File: src/rtl/dma_xfer_engine.sv
//-----------------------------------------------------------------------------
// dma_xfer_engine
//
// Word-granular memory-to-memory copy engine. A transfer copies cfg_len
// 16-bit words from cfg_src to cfg_dst through one shared memory port. Each
// word is a READ access followed by a WRITE access. Both complete on the
// clock edge where dma_ready is high. An abort from the access-control
// monitor kills the transfer at once and leaves a sticky error flag.
//
// Ports:
//   clk        in   system clock
//   reset_n    in   asynchronous active-low reset
//   start      in   one-cycle transfer request (honoured only in IDLE)
//   cfg_src    in   source byte address (bit 0 forced to 0)
//   cfg_dst    in   destination byte address (bit 0 forced to 0)
//   cfg_len    in   number of words to copy (0 = complete with no bus access)
//   abort      in   level-sensitive kill request
//   dma_addr   out  bus address
//   dma_en     out  bus access valid
//   dma_we     out  1 = write, 0 = read
//   dma_dout   out  write data
//   dma_din    in   read data, valid with dma_ready during a read
//   dma_ready  in   memory completes the current access at this edge
//   busy       out  high while reading or writing
//   done       out  one-cycle pulse on successful completion
//   error      out  sticky abort flag, cleared by the next accepted start
//-----------------------------------------------------------------------------
`timescale 1ns/1ps

module dma_xfer_engine #(
    parameter int          LEN_W     = 8,
    parameter logic [15:0] ADDR_STEP = 16'h0002
) (
    input  logic             clk,
    input  logic             reset_n,
    input  logic             start,
    input  logic [15:0]      cfg_src,
    input  logic [15:0]      cfg_dst,
    input  logic [LEN_W-1:0] cfg_len,
    input  logic             abort,
    output logic [15:0]      dma_addr,
    output logic             dma_en,
    output logic             dma_we,
    output logic [15:0]      dma_dout,
    input  logic [15:0]      dma_din,
    input  logic             dma_ready,
    output logic             busy,
    output logic             done,
    output logic             error
);

    typedef enum logic [1:0] {
        S_IDLE  = 2'd0,
        S_READ  = 2'd1,
        S_WRITE = 2'd2,
        S_DONE  = 2'd3
    } state_t;

    state_t           r_state;
    state_t           w_state_next;

    logic [15:0]      r_src;
    logic [15:0]      r_dst;
    logic [15:0]      r_data;
    logic [LEN_W-1:0] r_count;
    logic             r_error;

    logic             w_accept;     // start taken in IDLE
    logic             w_rd_done;    // read completes this edge
    logic             w_wr_done;    // write completes this edge
    logic             w_abort_hit;  // abort kills an active transfer

    //-------------------------------------------------------------------------
    // State register
    //-------------------------------------------------------------------------
    always_ff @(posedge clk or negedge reset_n) begin
        if (!reset_n) begin
            r_state <= S_IDLE;
        end else begin
            r_state <= w_state_next;
        end
    end

    //-------------------------------------------------------------------------
    // Next-state decode. Abort takes priority over dma_ready, so an access
    // that completes on the same edge as an abort is simply dropped.
    //-------------------------------------------------------------------------
    always_comb begin
        w_state_next = r_state;
        w_accept     = 1'b0;
        w_rd_done    = 1'b0;
        w_wr_done    = 1'b0;
        w_abort_hit  = 1'b0;

        case (r_state)
            S_IDLE: begin
                if (start && !abort) begin
                    w_accept     = 1'b1;
                    w_state_next = (cfg_len == '0) ? S_DONE : S_READ;
                end
            end
            S_READ: begin
                if (abort) begin
                    w_abort_hit  = 1'b1;
                    w_state_next = S_IDLE;
                end else if (dma_ready) begin
                    w_rd_done    = 1'b1;
                    w_state_next = S_WRITE;
                end
            end
            S_WRITE: begin
                if (abort) begin
                    w_abort_hit  = 1'b1;
                    w_state_next = S_IDLE;
                end else if (dma_ready) begin
                    w_wr_done    = 1'b1;
                    w_state_next = (r_count == LEN_W'(1)) ? S_DONE : S_READ;
                end
            end
            S_DONE: begin
                w_abort_hit  = abort;
                w_state_next = S_IDLE;
            end
            default: begin
                w_state_next = S_IDLE;
            end
        endcase
    end

    //-------------------------------------------------------------------------
    // Datapath registers
    //-------------------------------------------------------------------------
    always_ff @(posedge clk or negedge reset_n) begin
        if (!reset_n) begin
            r_src   <= '0;
            r_dst   <= '0;
            r_data  <= '0;
            r_count <= '0;
            r_error <= 1'b0;
        end else begin
            if (w_accept) begin
                // Word-aligned addresses: byte bit 0 is dropped.
                r_src   <= cfg_src & 16'hFFFE;
                r_dst   <= cfg_dst & 16'hFFFE;
                r_count <= cfg_len;
                r_error <= 1'b0;
            end
            if (w_rd_done) begin
                r_data <= dma_din;
            end
            if (w_wr_done) begin
                // 16-bit add wraps naturally from FFFE to 0000.
                r_src   <= r_src + ADDR_STEP;
                r_dst   <= r_dst + ADDR_STEP;
                r_count <= r_count - LEN_W'(1);
            end
            if (w_abort_hit) begin
                r_error <= 1'b1;
            end
        end
    end

    //-------------------------------------------------------------------------
    // Outputs: decoded from registered state and registers only, so there is
    // no combinational path from dma_ready or abort to the bus.
    //-------------------------------------------------------------------------
    always_comb begin
        dma_addr = 16'h0000;
        case (r_state)
            S_READ:  dma_addr = r_src;
            S_WRITE: dma_addr = r_dst;
            default: dma_addr = 16'h0000;
        endcase
    end

    assign dma_en   = (r_state == S_READ) || (r_state == S_WRITE);
    assign dma_we   = (r_state == S_WRITE);
    assign dma_dout = r_data;
    assign busy     = (r_state == S_READ) || (r_state == S_WRITE);
    assign done     = (r_state == S_DONE);
    assign error    = r_error;

endmodule

File: config.mk
export PLATFORM = sky130hd
export DESIGN_NAME = dma_xfer_engine
export DESIGN_NICKNAME = d
export VERILOG_FILES = /design/src/rtl/dma_xfer_engine.sv
export SDC_FILE = /design/constraint.sdc
export NUM_CORES = 1
export LEC_CHECK = 0
export CAP_MARGIN = 20
export CORE_MARGIN = 10
export CORE_UTILIZATION = 43
export DETAILED_ROUTE_END_ITERATION = 10
export PLACE_DENSITY = 0.73
export SLEW_MARGIN = 30
export SYNTH_ARGS = -nofsm -noshare
export SYNTH_HDL_FRONTEND = slang
export SYNTH_SLANG_ARGS = --single-unit
File: constraint.sdc
create_clock -name clk -period 1.9 [get_ports clk]
set_clock_uncertainty 0.05 [all_clocks]
set_input_delay 0.19 -clock clk [delete_from_list [all_inputs] [get_ports clk]]
set_output_delay 0.19 -clock clk [all_outputs]
set_load 0.03 [all_outputs]
Yosys cells after proc, flatten, opt, wreduce, memory -nomap -nowiden
Index checks and enable logic that the tools add are counted.

word-level totals
  register bits = 59
  bits of input ports = 61
  output and inout port bits = 37
  word-level logic and storage cells = 50

operators by class
  add/sub/neg operators = 3
  equality and inequality tests = 7
  multiplexer cells = 25
  reductions and logical operators = 9

operators with widths
  cell                                                                 count
  16-bit 2-to-1 mux                                                    4
  16-bit by 2-bit adder with 16-bit output (second input constant)     2
  16-bit one-hot mux with 2 select lines                               1
  8-bit 2-to-1 mux                                                     2
  2-bit 2-to-1 mux                                                     7
  1-bit 2-to-1 mux                                                     9
  8-bit by 1-bit == test with 1-bit output (second input constant)     1
  8-bit logical NOT                                                    1
  2-bit one-hot mux with 4 select lines                                1
  8-bit by 1-bit subtractor with 8-bit output (second input constant)  1
  2-bit == test (second input constant)                                2
  2-bit nonzero test                                                   2
  3-bit by 2-bit != test with 1-bit output (second input constant)     1
  3-bit != test (second input constant)                                1
  3-bit AND reduction                                                  1
  2-bit by 1-bit == test with 1-bit output (second input constant)     1
  2-bit logical NOT                                                    1
  2-bit != test (second input constant)                                1
  1-bit one-hot mux with 2 select lines                                1
  2-bit OR reduction                                                   1
  1-bit logical AND                                                    1
  1-bit logical NOT                                                    1
  1-bit logical OR                                                     1

Longest topological paths before layout
Gate-level depths: netlist of run 1.

  depth after elaboration = 6
  mapped depth = 10
  depth with buffers taken out = 6

Worst setup path before layout of run 1
Ideal clock, no wire load.

  path type = reg-to-reg
  start = reg r_state[0]
  end = reg r_dst[14]
  library setup time = 0.086 ns
  data arrival time = 2.116 ns
  required time = 1.764 ns
  path slack = -0.352 ns
  stages on the path, launching flop included = 9
  path buffers = 2
  clock period less this slack = 2.252 ns
  cell sequence = dfrtp_1 inv_1 ha_1 buf_2 nand3b_1 or3_1 buf_2 o311a_1 nor3_1

between the ends
  longest elaborated chain between the ends = 3
  elaborated cells on any way between the ends = 6
  classes of those cells = eq/ne: 1; mux: 3; reduce/logical: 2

RTL lines
  element                                                  line  RTL
  start, declared                                          59    state_t r_state;
  start signal, assigned                                   80    r_state <= w_state_next;
  2-bit == test *                                          --
  named net dma_we                                         43    output logic dma_we,
  1-bit 2-to-1 mux *                                       95    case (r_state)
  16-bit 2-to-1 mux or 2-bit nonzero test (tied branches)  --
  end signal, assigned                                     144   r_dst <= cfg_dst & 16'hFFFE;
  end signal, assigned                                     154   r_dst <= r_dst + ADDR_STEP;
  end, declared                                            63    logic [15:0] r_dst;

The timed path passes the listed nets; every way through them passes the cells marked *.
A chain may end at the register's enable or synchronous reset.

Final worst setup path of run 1
  start = reg r_state[1]
  end = out dma_addr[4]

between the ends
  longest elaborated chain between the ends = 2
  elaborated cells on any way between the ends = 3
  classes of those cells = eq/ne: 2; mux: 1

RTL lines
  element                                                                    line  RTL
  2-bit == test or 2-bit by 1-bit == test with 1-bit output (tied branches)  169   case (r_state)
  16-bit one-hot mux with 2 select lines *                                   169
  end, declared                                                              41    output logic [15:0] dma_addr,

Mark *: on every way between the ends. The rest lies on a longest branch, timed or not.

==> results.tsv, run 1 <==
metric	value	unit
Worst setup SP type	flop	
violated checks	negative setup slack	
hold slack	333	ps
max-cap viol count	0	
WP data required	1660	ps
WL met1	4.79	mm
synthesized area	3300	um^2
Post-Place Setup Slack	-177	ps
RR Startpoint	r_state[0]	
Syn Nets	423	
Crit Path Class	flop to output pin	
initial antenna violation count	0	
via/cell ratio	5.85	
routability congestion estimate	0.881	
DRT Wirelength	11.3	mm
die area	11600	um^2
sequential cell fraction of total power	0.279	
die width	108	um
switching portion of total power	0.435	
Crit. Startpoint	r_state[1]	
Synth area leader	dfrtp_1	
vias in the first global route	3418	
Site Rows	31	
CTS tree	yes	
Synth Register Bits	57	
Clk Latency, worst-skew pair	340	ps
clk buf depth	2	
placed inst area	4590	um^2
Setup crit end kind	output pin	
number of synthesized flops with an enable pin	0	
Routed Antenna Nets	0	
Core ar.	7370	um^2
final worst path period share	1.03	
main flop type after synthesis	dfrtp_1	
Hold/Removal Path Class	primary input to async pin	
Pre-antenna DRT Iters	5	
Initial Util	0.448	
net switching power	3.78	mW
clock sinks	57	
Crit Path Max Fanout	16	
global-route wire length before repair	17.2	mm
Final Power	8.68	mW
antenna cells	0	
CTS Buf Count	9	
dominant cells by area after synthesis	dfrtp_1 43%, mux2_2 6.1%, a22oi_1 4.1%	
met3 WL	965	um
VDD IR-drop max	1.20	mV
I/O pins	98	
RSZ-0062 raised after global routing	yes	
remaining global-route overflow	0	
Root Buffer	clkbuf_8	
IO Port Bufs	94	
Seq/Total Area, Yosys	0.432	
final number of setup-violating endpoints	16	
Clock Power Share	0.150	
count leader, synth	dfrtp_1	
layout cells sized above 1	0.318	
top post-synthesis cells by count	57 x dfrtp_1, 30 x nor2_1, 21 x nand2_1, 21 x o21ai_0	
Nets	559	
post-synth top area share	0.432	
Yosys warnings	0	
number of H-tree levels	3	
pin count of the biggest net entering global routing	58	
Pwr Density	1670	nW/um^2
WL/cell	19.1	um
1st-iter DRT viols	255	
Final Hold Violating Endpoints	0	
Clock transition at path regs	70	ps
ys async rst share	1.00	
detailed placement HPWL	7.93	mm
Final Util	0.704	
Syn Inst Count	353	
uppermost routed layer	met4	
Synth Area per Inst	9.34	um^2
logic gate share of total power	0.570	
P_leak	2.09	nW
post-route cell area	5190	um^2
worst setup margin	-61.7	ps
Period minus WS final	1960	ps
Vias	3472	
area grow syn2layout	57.3	%
internal power	4.90	mW
Slew Viols, Final	0	
Post-route DRC	0	
routed length on met2	5.26	mm
status	finished, violations left	
Die Ht	108	um
Max Clock Freq	0.510	GHz
synth unique cells	53	
WP data arrival	1720	ps
GRT Util Overall	0.185	
-- layer usage --
metal | vias to the layer above | global-route usage
met5 | - | 0
met4 | 0 | 0.0821
met3 | 30 | 0.0491
met2 | 182 | 0.290
met1 | 1663 | 0.232
li1 | 1597 | -
-- sequential cells by signal, summed over array words and instances (netlist names) --
name and flops:
dma_dout 16, r_dst 15, r_src 15, r_count 8, r_state 2, error 1
-- final timing paths --
check	end	slack (ps)	cells after the start
min	r_count[0]	330	3
max	dma_addr[4]	-60	4
max in group asynchronous	r_dst[2]	1200	3
min reg2reg	error	440	2
min in group clk	r_src[10]	380	3
max reg2reg	r_dst[14]	-20	7
-- layout by cell type (no fill, tap or decap), drive strengths merged, types with 3 or more instances in the layout --
cell,count
clkdlybuf4s50,74
buf,70
dfrtp,57
nor2,30
nand2,21
o21ai,21
mux2,18
nand3,18
a22oi,18
nor2b,17
a21oi,16
clkbuf,12
inv,12
nor3,11
nor4,10
ha,9
o22ai,8
nand4,6
nand2b,4
a221o,4
or3,4
mux2i,3
o31ai,3
a211o,3
o32ai,3
o221a,3
o211ai,3
o41ai,3
-- worst max-delay path, cell delays in order, from the launching register on --
cell and delay, ps:
dfrtp_1 430, inv_2 80, ha_2 480, nor2b_2 220
buf_4 180
-- layout make-up --
cell class                 instances  area, um^2
clock inverter                     5        77.6
tap                               99         124
multi-input combinational        261        1940
sequential                        57        1430
timing repair buffer             148        1420
inverter                          12        45.0
clock buffer                      11         151
fill                             554        2180
-- cell families after synthesis --
| family | share of synthesized area |
|---|---|
| XOR/XNOR | 0.00266 |
| other | 0.00114 |
| flip-flops | 0.432 |
| AO/OA/AOI/OAI | 0.204 |
| adder cells (fa/ha/maj) | 0.0341 |
| multiplexers | 0.0706 |
| AND/OR/NAND/NOR | 0.209 |
| buffers and inverters | 0.0459 |
-- power by group through the flow --
| stage | Sequential (mW) | Combinational (mW) | Clock [mW] |
|---|---|---|---|
| floorplan | 2.59 | 2.43 | 0 |
| detailed placement | 2.38 | 4.46 | 0 |
| global route | 2.49 | 5.31 | 1.39 |
| global placement | 2.35 | 4.37 | 0 |
| finish | 2.42 | 4.95 | 1.30 |
| CTS | 2.39 | 4.68 | 1.32 |
-- per-stage QoR --
step / setup TNS, ps / cells
after floorplan: -58.2 / 353
after global routing: -1830 / 593
final: -481 / 593
after global placement: -779 / 563
after CTS: -228 / 580
after detailed placement: -1510 / 563
-- timing repair --
action,in CTS,in global routing
setup endpoints to repair,24,41
hold buffers,1,0
pin swaps,1,6
setup buffers,1,9
endpoints found under the hold margin,57,0
gates resized for setup,31,30
cloned,0,4
(Power assumes the default switching activity.)
==> run 2, diff against run 1 <==
--- a/config.mk
+++ b/config.mk
@@ -7,9 +7,10 @@
 export LEC_CHECK = 0
 export CAP_MARGIN = 20
 export CORE_MARGIN = 10
-export CORE_UTILIZATION = 43
+export CORE_UTILIZATION = 50
 export DETAILED_ROUTE_END_ITERATION = 10
-export PLACE_DENSITY = 0.73
+export HOLD_SLACK_MARGIN = 0.08
+export PLACE_DENSITY = 0.8
 export SLEW_MARGIN = 30
 export SYNTH_ARGS = -nofsm -noshare
 export SYNTH_HDL_FRONTEND = slang
==> constraint.sdc (replaced) <==
create_clock -name clk -period 2.3 [get_ports clk]
set_clock_uncertainty 0.05 [all_clocks]
set_input_delay 0.23 -clock clk [delete_from_list [all_inputs] [get_ports clk]]
set_output_delay 0.23 -clock clk [all_outputs]
set_load 0.03 [all_outputs]
==> results.tsv, run 2 (synthesized netlist as in run 1, its figures left out) <==
metric	value	unit	change
gr busiest metal	met2		
P_leak	1.82	nW	-13%
CTS Buf Count	9		unchanged
Die Ht	101	um	-5.9%
Post-CTS Setup Bufs	0		-1
Top Family by Delay on Critical Path	buffers and inverters		
Slew HR	0.571		
VDD IR-drop max	1.03	mV	-14%
area grow syn2layout	36.7	%	
CP max stage delay	700	ps	+220 ps
WL/cell	18.7	um	-2.3%
Max Clock Freq	0.462	GHz	
commonest non-fill, non-tap cell in the layout	clkdlybuf4s50_1		
WP data required	2020	ps	+360 ps
routability congestion estimate	0.830		-5.8%
Routed Antenna Nets	0		unchanged
setup TNS	0	ps	+481 ps
clk buf depth	2		unchanged
pin count of the biggest net entering global routing	32		-45%
I/O pins	98		unchanged
Pwr Density	1370	nW/um^2	-18%
Tightest Pin Transition	643	ps	
Final Power	6.16	mW	-29%
die width	101	um	-5.9%
via/cell ratio	6.13		+4.7%
layout cells sized above 1	0.154		-0.164
max-cap viol count	0		unchanged
RSZ-0062 raised after global routing	no		
Final Hold Violating Endpoints	0		unchanged
WP data arrival	1880	ps	+160 ps
Post-route DRC	0		unchanged
CTS tree	yes		
Reg2Reg Depth	6		-1
status	complete, no violations		
post-route insts no fill	533		-10%
cells along the critical path	inv_1 -> ha_1 -> clkdlybuf4s50_1		
global-route wire length before repair	16.2	mm	-6.1%
met2 usage	0.295		+0.00573
number of buffers and inverters on the critical path	2		unchanged
Setup crit end kind	output pin		
IO Port Bufs	94		unchanged
RR Endpoint	r_dst[14]		
vias in the first global route	3333		-2.5%
RR Startpoint	r_state[0]		
1st-iter DRT viols	235		-7.8%
Root Buffer	clkbuf_8		
Core ar.	6390	um^2	-13%
Crit Path Max Fanout	4		-12
Nets	521		-6.8%
number of H-tree levels	3		unchanged
DRT Wirelength	9.94	mm	-12%
Clk Latency, worst-skew pair	330	ps	about the same
slowest CP cell	clkdlybuf4s50_1		
final number of setup-violating endpoints	0		-16
GRT Util Overall	0.193		+0.00856
initial antenna violation count	0		unchanged
R2R Setup Slk	230	ps	+250 ps
dpl cells	516		-8.3%
final worst path period share	0.941		
remaining global-route overflow	0		unchanged
Site Rows	29		-6.5%
die area	10200	um^2	-11%
Initial Util	0.516		+0.0689
most frequent cells in the layout	78 x clkdlybuf4s50_1, 57 x dfrtp_1, 30 x nor2_1		
# fillers	498		-10%
Worst setup SP type	flop		
Vias	3268		-5.9%
Post-Place Setup Slack	177	ps	+355 ps
met3 Use GR	0.0830		+0.0339
antenna cells	0		unchanged
Period minus WS final	2160	ps	
Crit Path Class	flop to output pin		
met1 Use GR	0.236		+0.00326
worst setup margin	137	ps	+199 ps
Clock transition at path regs	70	ps	about the same
detailed placement HPWL	7.31	mm	-7.9%
Pre-antenna DRT Iters	4		-1
CTS resizes	0		-100%
Slew Viols, Final	0		unchanged
clock sinks	57		unchanged
max FFs per register	16		unchanged
Hold/Removal Path Class	primary input to async pin		
-- run 2: cell count changes in the layout (fill, tap and decap cells not counted), moves of 11 or more --
cell / delta
buf_4: -20
a22oi_1: +14
nor2b_2: -11
a22oi_2: -14
buf_6: -13
nor2b_1: +11
-- run 2: repair_timing --
item	CTS	global route
endpoints found under the hold margin	26	0
hold buffers	1	0
setup endpoints to repair	0	0
-- run 2: layout make-up --
cell class,count,area [um^2],area share
Multi-Input combinational cell,261,1720,0.382
Tap cell,77,96.3,0.0214
Sequential cell,57,1430,0.316
Timing Repair Buffer,110,1050,0.232
Inverter,12,45.0,0.00999
Clock buffer,13,159,0.0352
Clock inverter,3,15.0,0.00333
-- run 2: worst max-delay path by stage --
stage                           from   endpoint  slack [ps]  depth (start not counted)
after floorplan           r_state[0]  r_dst[14]          50                          8
after global placement         abort   r_dst[3]         220                          6
after detailed placement       abort   r_dst[3]         180                          6
after CTS                 r_state[1]       busy         130                          3
after global routing      r_state[1]       busy          70                          3
final                     r_state[1]       busy         140                          3
-- run 2: metrics by stage --
step,util,area (um^2),hold WS (ps)
2_1_floorplan,-,3300,-116
3_3_place_gp,0.677,4320,233
3_5_place_dp,0.677,4320,243
4_1_cts,0.706,4510,424
5_1_grt,0.706,4510,434
6_report,0.706,4510,407
-- run 2: metal layers --
| metal | wire length [um] | share of wire |
|---|---|---|
| met1 | 4000 | 0.40 |
| met2 | 4550 | 0.46 |
| met3 | 1170 | 0.12 |
| met4 | 223 | 0.022 |
| met5 | 0 | 0 |
-- run 2: worst reg2reg max path: stages (launching register included) --
cell      delay [ps]
dfrtp_1          400
inv_1            130
ha_1             240
nand3b_1         140
or3_1            500
o311a_1          390
nor3_1           130
-- run 2: power breakdown --
group / switching (mW) / internal [mW] / total, mW
Combinational: 1.88 / 1.45 / 3.33
Sequential: 0.527 / 1.48 / 2.01
Clock: 0.386 / 0.445 / 0.831
==> run 3, diff against run 2 <==
--- a/config.mk
+++ b/config.mk
@@ -6,6 +6,7 @@
 export NUM_CORES = 1
 export LEC_CHECK = 0
 export CAP_MARGIN = 20
+export CORE_ASPECT_RATIO = 1.5
 export CORE_MARGIN = 10
 export CORE_UTILIZATION = 50
 export DETAILED_ROUTE_END_ITERATION = 10
==> results.tsv, run 3 (synthesized netlist as in run 1, its figures left out) <==
metric	value	unit	change
status	complete, no violations		
Post-route DRC	0		unchanged
Crit Path Max Fanout	4		unchanged
Site Rows	36		+24%
cells along the critical path	inv_1 -> ha_1 -> clkdlybuf4s50_1		
1st-iter DRT viols	303		+29%
R2R Setup Slk	170	ps	-60 ps
WP data arrival	1900	ps	+20 ps
max FFs per register	16		unchanged
Reg2Reg Depth	6		unchanged
Nets	524		+0.58%
I/O pins	98		unchanged
IO Port Bufs	94		unchanged
WP data required	2020	ps	about the same
Pwr Density	1400	nW/um^2	+2.3%
Crit Path Class	flop to output pin		
Clock transition at path regs	70	ps	about the same
clk buf depth	2		unchanged
post-route insts no fill	535		+0.38%
Die Ht	119	um	+18%
pin count of the biggest net entering global routing	58		+81%
max-cap viol count	0		unchanged
number of buffers and inverters on the critical path	2		unchanged
Initial Util	0.512		-0.00441
Core ar.	6440	um^2	+0.86%
min-delay src	cfg_src[10]		
Routed Antenna Nets	0		unchanged
Clk Latency, worst-skew pair	360	ps	+30 ps
Setup crit end kind	output pin		
final worst path period share	0.950		+0.00933
Worst setup SP type	flop		
slowest CP cell	clkdlybuf4s50_1		
commonest non-fill, non-tap cell in the layout	clkdlybuf4s50_1		
antenna cells	0		unchanged
Period minus WS final	2180	ps	+21.5 ps
GRT Util Overall	0.196		+0.00244
Top Family by Delay on Critical Path	buffers and inverters		
RR Endpoint	r_dst[14]		
CTS tree	yes		
hold path endpoint	r_src[10]		
die area	10300	um^2	+0.66%
Slew HR	0.503		-0.0680
Post-CTS Setup Bufs	0		unchanged
Final Hold Violating Endpoints	0		unchanged
DRT Wirelength	10.2	mm	+2.9%
initial antenna violation count	0		unchanged
RSZ-0062 raised after global routing	no		
detailed placement HPWL	7.44	mm	+1.7%
P_leak	1.86	nW	+2.3%
die width	86.3	um	-15%
Tightest Pin Transition	745	ps	+102 ps
sequential cell area	1430	um^2	unchanged
Vias	3312		+1.3%
VDD IR-drop max	0.614	mV	-40%
via/cell ratio	6.19		+0.97%
# fillers	487		-2.2%
CP max stage delay	700	ps	about the same
global-route wire length before repair	16.5	mm	+1.8%
Slew Viols, Final	0		unchanged
RR Startpoint	r_state[0]		
area grow syn2layout	40.4	%	
Final Power	6.48	mW	+5.1%
CTS Buf Count	9		unchanged
number of H-tree levels	3		unchanged
WL/cell	19.1	um	+2.5%
final number of setup-violating endpoints	0		unchanged
Hold/Removal Path Class	primary input to flop		
Root Buffer	clkbuf_8		
routability congestion estimate	0.896		+8.1%
dpl cells	518		+0.39%
most frequent cells in the layout	78 x clkdlybuf4s50_1, 57 x dfrtp_1, 30 x nor2_1		
Multi-input gate area	1720	um^2	+0.22%
setup TNS	0	ps	unchanged
Max Clock Freq	0.458	GHz	-0.98%
Pre-antenna DRT Iters	5		+1
remaining global-route overflow	0		unchanged
vias in the first global route	3241		-2.8%
clock sinks	57		unchanged
layout cells sized above 1	0.168		+0.0142
hold path cells	3		
run 3: cell types whose count changed in the layout (fill, tap and decap cells not counted):
cell,previous run,this run
and3b_1,1,0
and3b_2,0,1
buf_12,2,8
buf_4,28,25
bufinv_16,0,1
clkbuf_1,2,0
clkbuf_8,11,10
clkinv_2,3,4
clkinvlp_4,0,1
ha_1,9,8
ha_2,0,1
run 3: power by group:
group          switching, mW  total [mW]  internal [mW]
clock network          0.432       0.953          0.521
logic                   1.92        3.53           1.61
registers              0.520        2.00           1.48
total                   2.87        6.48           3.61
run 3: how the worst max path moves through the flow:
| stage | startpoint | endpoint | slack [ps] | cells past startpoint |
|---|---|---|---|---|
| after CTS | r_state[1] | dma_en | 120 | 3 |
| after floorplan | r_state[0] | r_dst[14] | 50 | 8 |
| after global placement | dma_ready | r_dst[14] | 190 | 5 |
| after detailed placement | r_state[0] | r_dst[14] | 140 | 6 |
| after global routing | r_state[0] | r_dst[14] | 50 | 6 |
| final | r_state[1] | dma_en | 120 | 3 |
run 3: area by class of cell:
| class | instances | share of cell area |
|---|---|---|
| clock buffer | 10 | 0.0297 |
| inverter | 12 | 0.00973 |
| timing repair buffer | 113 | 0.247 |
| tap | 76 | 0.0205 |
| clock inverter | 6 | 0.0124 |
| multi-input combinational | 261 | 0.372 |
| sequential | 57 | 0.308 |
run 3: tightest hold or removal path, cell delays in order:
cell and delay, ps:
clkdlybuf4s50_1 400, nor2_1 100, a311oi_1 50
run 3: per-stage QoR:
step	instance area, um^2	util	hold WS (ps)	setup slack, ps
6_report	4630	0.719	404	115
5_1_grt	4630	0.719	405	52.6
4_1_cts	4630	0.718	414	122
3_5_place_dp	4420	0.686	377	142
3_3_place_gp	4420	0.686	375	191
2_1_floorplan	3300	-	-116	48.4
run 3: metal layers:
| metal | vias to the layer above | routed length (um) | global-route usage | share of wire |
|---|---|---|---|---|
| met5 | - | 0 | 0 | 0 |
| met4 | 0 | 279 | 0.0915 | 0.027 |
| met3 | 26 | 709 | 0.0443 | 0.069 |
| met2 | 161 | 5210 | 0.327 | 0.51 |
| met1 | 1598 | 4030 | 0.230 | 0.39 |
| li1 | 1527 | - | - | - |
run 3: repair_timing:
action	4_1_cts	5_1_grt
hold buffers	1	0
setup endpoints to repair	0	2
endpoints found under the hold margin	57	0
resized for setup	0	2
